===== src/rtl/serial_cfg_tx.sv =====
// Serial configuration transmitter: shifts a parallel word out on sclk/sdin
// with a start/busy/done handshake; every output is a flop.
module serial_cfg_tx #(
    parameter int unsigned DATA_W    = 5,
    parameter int unsigned HALF      = 2,
    parameter int unsigned LSB_FIRST = 1
) (
    input  logic              i_clk,
    input  logic              i_resetbALL,
    input  logic              i_start,
    input  logic [DATA_W-1:0] i_data,
    output logic              o_busy,
    output logic              o_done,
    output logic              o_sclk,
    output logic              o_sdin
);

    localparam int unsigned PH_W  = ($clog2(HALF) < 1) ? 1 : $clog2(HALF);
    localparam int unsigned BIT_W = ($clog2(DATA_W) < 1) ? 1 : $clog2(DATA_W);
    localparam logic [PH_W-1:0]  PH_LAST  = PH_W'(HALF - 1);
    localparam logic [BIT_W-1:0] BIT_LAST = BIT_W'(DATA_W - 1);

    generate
        if (HALF < 2 || HALF > 255) begin : g_bad_half
            $error("serial_cfg_tx: HALF must be in 2..255");
        end
        if (DATA_W < 1) begin : g_bad_width
            $error("serial_cfg_tx: DATA_W must be at least 1");
        end
    endgenerate

    typedef enum logic [1:0] {
        S_IDLE = 2'd0,
        S_LOW  = 2'd1,
        S_HIGH = 2'd2,
        S_STOP = 2'd3
    } state_e;

    state_e             state_q, state_d;
    logic [PH_W-1:0]    phase_q, phase_d;
    logic [BIT_W-1:0]   bit_q, bit_d;
    logic [DATA_W-1:0]  shift_q, shift_d;
    logic               busy_q, busy_d;
    logic               done_q, done_d;
    logic               sclk_q, sclk_d;
    logic               sdin_q, sdin_d;

    // State, counters and output registers.
    always_ff @(posedge i_clk or negedge i_resetbALL) begin
        if (!i_resetbALL) begin
            state_q <= S_IDLE;
            phase_q <= '0;
            bit_q   <= '0;
            shift_q <= '0;
            busy_q  <= 1'b0;
            done_q  <= 1'b0;
            sclk_q  <= 1'b0;
            sdin_q  <= 1'b0;
        end else begin
            state_q <= state_d;
            phase_q <= phase_d;
            bit_q   <= bit_d;
            shift_q <= shift_d;
            busy_q  <= busy_d;
            done_q  <= done_d;
            sclk_q  <= sclk_d;
            sdin_q  <= sdin_d;
        end
    end

    // Next state; outputs are derived from the next state so they line up
    // with the state register in the same cycle.
    always_comb begin
        state_d = state_q;
        phase_d = phase_q;
        bit_d   = bit_q;
        shift_d = shift_q;
        done_d  = 1'b0;

        unique case (state_q)
            S_IDLE: begin
                if (i_start) begin
                    shift_d = i_data;
                    bit_d   = '0;
                    phase_d = '0;
                    state_d = S_LOW;
                end
            end
            S_LOW: begin
                if (phase_q == PH_LAST) begin
                    phase_d = '0;
                    state_d = S_HIGH;
                end else begin
                    phase_d = PH_W'(phase_q + 1'b1);
                end
            end
            S_HIGH: begin
                if (phase_q == PH_LAST) begin
                    phase_d = '0;
                    if (bit_q == BIT_LAST) begin
                        state_d = S_STOP;
                    end else begin
                        bit_d   = BIT_W'(bit_q + 1'b1);
                        shift_d = (LSB_FIRST != 0) ? (shift_q >> 1) : (shift_q << 1);
                        state_d = S_LOW;
                    end
                end else begin
                    phase_d = PH_W'(phase_q + 1'b1);
                end
            end
            S_STOP: begin
                if (phase_q == PH_LAST) begin
                    phase_d = '0;
                    state_d = S_IDLE;
                    done_d  = 1'b1;
                end else begin
                    phase_d = PH_W'(phase_q + 1'b1);
                end
            end
            default: begin
                state_d = S_IDLE;
                phase_d = '0;
            end
        endcase

        busy_d = (state_d != S_IDLE);
        sclk_d = (state_d == S_HIGH);
        sdin_d = 1'b0;
        if (state_d == S_LOW || state_d == S_HIGH) begin
            sdin_d = (LSB_FIRST != 0) ? shift_d[0] : shift_d[DATA_W-1];
        end
    end

    assign o_busy = busy_q;
    assign o_done = done_q;
    assign o_sclk = sclk_q;
    assign o_sdin = sdin_q;

endmodule


===== config.mk =====
export PLATFORM = sky130hd
export DESIGN_NAME = serial_cfg_tx
export DESIGN_NICKNAME = d
export VERILOG_FILES = /design/src/rtl/serial_cfg_tx.sv
export SDC_FILE = /design/constraint.sdc
export NUM_CORES = 1
export LEC_CHECK = 0
export ABC_AREA = 1
export CORE_MARGIN = 4
export CORE_UTILIZATION = 50
export CTS_CLUSTER_SIZE = 30
export DETAILED_ROUTE_END_ITERATION = 10
export PLACE_DENSITY = 0.76
export SLEW_MARGIN = 10
export SYNTH_ARGS = -nofsm -noshare
export SYNTH_HDL_FRONTEND = slang
export SYNTH_SLANG_ARGS = --single-unit

===== constraint.sdc =====
create_clock -name i_clk -period 4.4 [get_ports i_clk]
set_input_delay 1.1 -clock i_clk [delete_from_list [all_inputs] [get_ports i_clk]]
set_output_delay 1.1 -clock i_clk [all_outputs]
set_load 0.01 [all_outputs]

After elaboration in Yosys (flattened, before gate mapping)
Cells that the tools add are included.

word-level totals
  output and inout bits = 4
  register bits after elaboration = 15
  logic and storage cells = 46

operators by class
  add/sub/neg operators = 2
  reductions and logical operators = 6
  equal/unequal tests = 9
  multiplexer cells = 20

operator list
  kind                                                                   count
  5-bit two-way mux                                                      3
  2-bit two-way mux                                                      5
  5-bit case mux with 2 select lines                                     1
  3-bit two-way mux                                                      3
  2-bit case mux with 4 select lines                                     1
  2-bit equality test, second input constant                             3
  2-bit inequality test, second input constant                           3
  3-bit case mux with 2 select lines                                     1
  1-bit two-way mux                                                      5
  2-bit by 1-bit equality test with 1-bit output, second input constant  2
  4-bit AND reduction                                                    1
  2-bit nonzero test                                                     2
  3-bit by 1-bit adder with 3-bit output, second input constant          1
  3-bit equality test, second input constant                             1
  3-bit OR reduction                                                     1
  2-bit logical NOT                                                      1
  1-bit case mux with 2 select lines                                     1
  1-bit adder, second input constant                                     1
  1-bit logical OR                                                       1

Depth between registers and ports, before layout
  depth in word-level cells = 7
  depth in mapped cells = 10

Worst setup path after synthesis
OpenSTA, ideal clock, no wires.

  path type = input-to-reg
  start point = input port i_start
  end point = register sdin_q, in the netlist o_sdin
  slack = 2.540 ns
  stages on the path = 6
  required time = 4.275 ns
  data arrival time = 1.736 ns
  buffers on the path = 0
  path through = nand2_2 > nand2_1 > nor2_1 > ha_1 > inv_1 > a21oi_1

on the way
  longest elaborated chain between the ends = 5

RTL lines
  item                                                                                   RTL line  text
  from (decl)                                                                            10        input logic i_start,
  2-bit two-way mux                                                                      82        if (i_start) begin
  2-bit case mux with 4 select lines                                                     80        unique case (state_q)
  2-bit by 1-bit equality test with 1-bit output or 2-bit equality test (tied branches)  129       if (state_d == S_LOW || state_d == S_HIGH) begin
  1-bit logical OR                                                                       129
  1-bit two-way mux (*)                                                                  129
  named net sdin_d                                                                       46        logic sdin_q, sdin_d;
  to (signal assigned)                                                                   67        sdin_q <= sdin_d;
  to (decl)                                                                              46

Mark *: on every way through the listed nets, which the timed path passes. The rest lies on a longest branch. The select of a mux whose other input is x is not followed.
A chain may end at the register's enable or synchronous reset.

Worst setup path in the final report
  start point = register done_q, in the netlist o_done
  end point = output port o_done

RTL lines
  item                    RTL line  text
  from (decl)             44        logic done_q, done_d;
  from (signal assigned)  65        done_q <= done_d;
  to (decl)               13        output logic o_done,

No word-level cell between the ends.

==> results.json <==
{
  "finalHoldViolCount": 0,
  "cts_num_sinks": 15,
  "cts_setup_buffers": 0,
  "slowest_stage": "clkdlybuf4s50_1",
  "path_depth": 1,
  "peakVddDrop_v": 0.000324,
  "final_nets": 109,
  "die_area_um2": 2130,
  "worstPathRequired_ns": 3.30,
  "fmax_ghz": 0.448,
  "chipWidth_um": 46.2,
  "dpl_cell_area_um2": 852,
  "diodes": 0,
  "grt_pass1_wl_um": 1990,
  "cp-end-kind": "output pin",
  "start_util_pct": 54.6,
  "viasPerCell": 4.68,
  "clock_path_buffers": 2,
  "final-setup-viol-count": 0,
  "worst_slew_pin_slew_ns": 0.656,
  "final_util_pct": 65.9,
  "fin_crit_ns": 2.23,
  "ios": 12,
  "crit_start": "o_done",
  "slew_headroom_pct": 56.1,
  "io_buffers": 11,
  "hold_buffers": 0,
  "final_cell_mix": "nand2_1, dfrtp_1, inv_1, clkdlybuf4s50_1, nand3_1",
  "max-cap-violations": 0,
  "cp_top_family": "buffers and inverters",
  "grt_use_total_pct": 12.7,
  "gr-total-overflow": 0,
  "rr_endpoint": "o_sdin",
  "reg2reg_setup_slack_ns": 2.69,
  "first_iter_violations": 8,
  "crit_type": "flop to output pin",
  "fillers": 115,
  "syn-instance-count": 82,
  "rows": 13,
  "drive_above_1_share_pct": 12.5,
  "finalWirelength_um": 1160,
  "grt_max_degree": 16,
  "syn_area_per_cell_um2": 8.88,
  "cp_cell_sequence": "clkdlybuf4s50_1",
  "power_density_nw_per_um2": 582,
  "die_h_um": 46.2,
  "root_buffer": "clkbuf_4",
  "ys_seq_elements": 15,
  "critPathArrivalTime_ns": 1.13,
  "status": "completed",
  "ff2ff_path_depth": 10,
  "place_inst": 107,
  "post_cts_resized": 0,
  "clkTransAtPathRegs_ns": 0.09,
  "synth_area_um2": 728,
  "first_pass_iters": 4,
  "tns_ns": 0,
  "via_count": 519,
  "skew_ns": 0.00292,
  "r2r_start": "bit_q[0]",
  "numCtsBuffers": 3,
  "start_kind": "flop",
  "grt_pass1_vias": 494,
  "clk_latency_ns": 0.27,
  "fin_crit_sh_pct": 50.8,
  "hold_class": "flop to flop",
  "core-area_um2": 1330,
  "ant_nets": 0,
  "drc": 0,
  "cts_tree": "yes",
  "ys_types": 21,
  "htreeDepth": 1,
  "slowest_delay_ns": 0.52,
  "p_leak_nw": 0.446,
  "drv_slew": 0,
  "final_cells": 111,
  "critical_path_buf_inv_count": 1,
  "syn-num-nets": 94,
  "place.gp.congestion": 0.850,
  "rsz0062_at_grt": "no",
  "avgRoutedWirePerCell_um": 10.4,
  "area_growth_pct": 20.6,
  "postLayoutCellArea_um2": 878,
  "path_max_fanout": 1,
  "antenna_found_initial": 0,
  "ys_seq_area_share_pct": 51.5,
  "layout_commonest_cell": "nand2_1",
  "endpoint": "o_done",
  "power.total_w": 0.000511,
  "dp_hpwl_um": 897,
  "yosys_warnings": 0
}
cell families after synthesis:
kind of cell / after synthesis / share of synthesized area, %
compound gates: 7 / 5.50
simple gates: 40 / 27.7
flops: 15 / 51.5
fa+ha+maj: 4 / 6.87
buf+inv: 16 / 8.42
cells in the mapped netlist:
master	n	area (um^2)
nand2_1	20	75.1
dfrtp_1	15	375
nand3_4	1	17.5
nand2_4	1	11.3
nor3_1	1	5.00
a21oi_1	1	5.00
ha_1	4	50.1
nand3b_1	1	7.51
nand3_1	6	30.0
clkbuf_2	1	5.00
o21ai_2	1	8.76
o21ai_0	4	20.0
inv_2	2	7.51
a31oi_1	1	6.26
or2_2	1	6.26
inv_1	13	48.8
nor2_1	5	18.8
nor2_4	1	11.3
nand2_2	1	6.26
nor2_2	1	6.26
nand4_1	1	6.26
state kept, by name, indices dropped and copies added, names as in the netlist:
register,count
o_done,1
o_sclk,1
bit_q,3
o_busy,1
shift_q,5
state_q,2
o_sdin,1
phase_q,1
how the worst min path moves through the flow:
stage                     cells after the start  slack [ns]          to        from
after global placement                        2        0.47  shift_q[2]  shift_q[2]
final                                         2        0.49  shift_q[3]  shift_q[3]
after detailed placement                      2        0.48  shift_q[2]  shift_q[2]
after global routing                          2        0.54  shift_q[3]  shift_q[4]
after CTS                                     2        0.50  shift_q[3]  shift_q[3]
after floorplan                               2        0.45  shift_q[1]  shift_q[1]
metrics by stage:
step	setup slack [ns]	hold WS, ns
floorplan	2.54	0.452
global placement	2.03	0.469
detailed placement	2.00	0.476
CTS	2.15	0.496
global route	2.13	0.542
finish	2.17	0.491
cell type report:
class	instances	area, um^2	share of cell area (%)
clock buffers	4	26.3	2.99
inverters	15	56.3	6.41
multi-input cells	51	292	33.2
flip-flops and latches	15	375	42.7
well taps	15	18.8	2.14
repair buffers	11	110	12.5
routing by layer:
| layer | global-route usage [%] | wire length [um] |
|---|---|---|
| met1 | 18.2 | 592 |
| met2 | 19.5 | 513 |
| met3 | 2.34 | 48 |
| met4 | 3.41 | 4 |
| met5 | 0 | 0 |
power breakdown:
| group | switching, W | total, W | leakage (nW) | internal [W] |
|---|---|---|---|---|
| logic | 0.000121 | 0.000204 | 0.239 | 0.0000834 |
| clock network | 0.0000426 | 0.0000776 | 0.0150 | 0.0000351 |
| registers | 0.0000377 | 0.000229 | 0.192 | 0.000191 |
No activity file was read; power rests on OpenSTA's default activity.
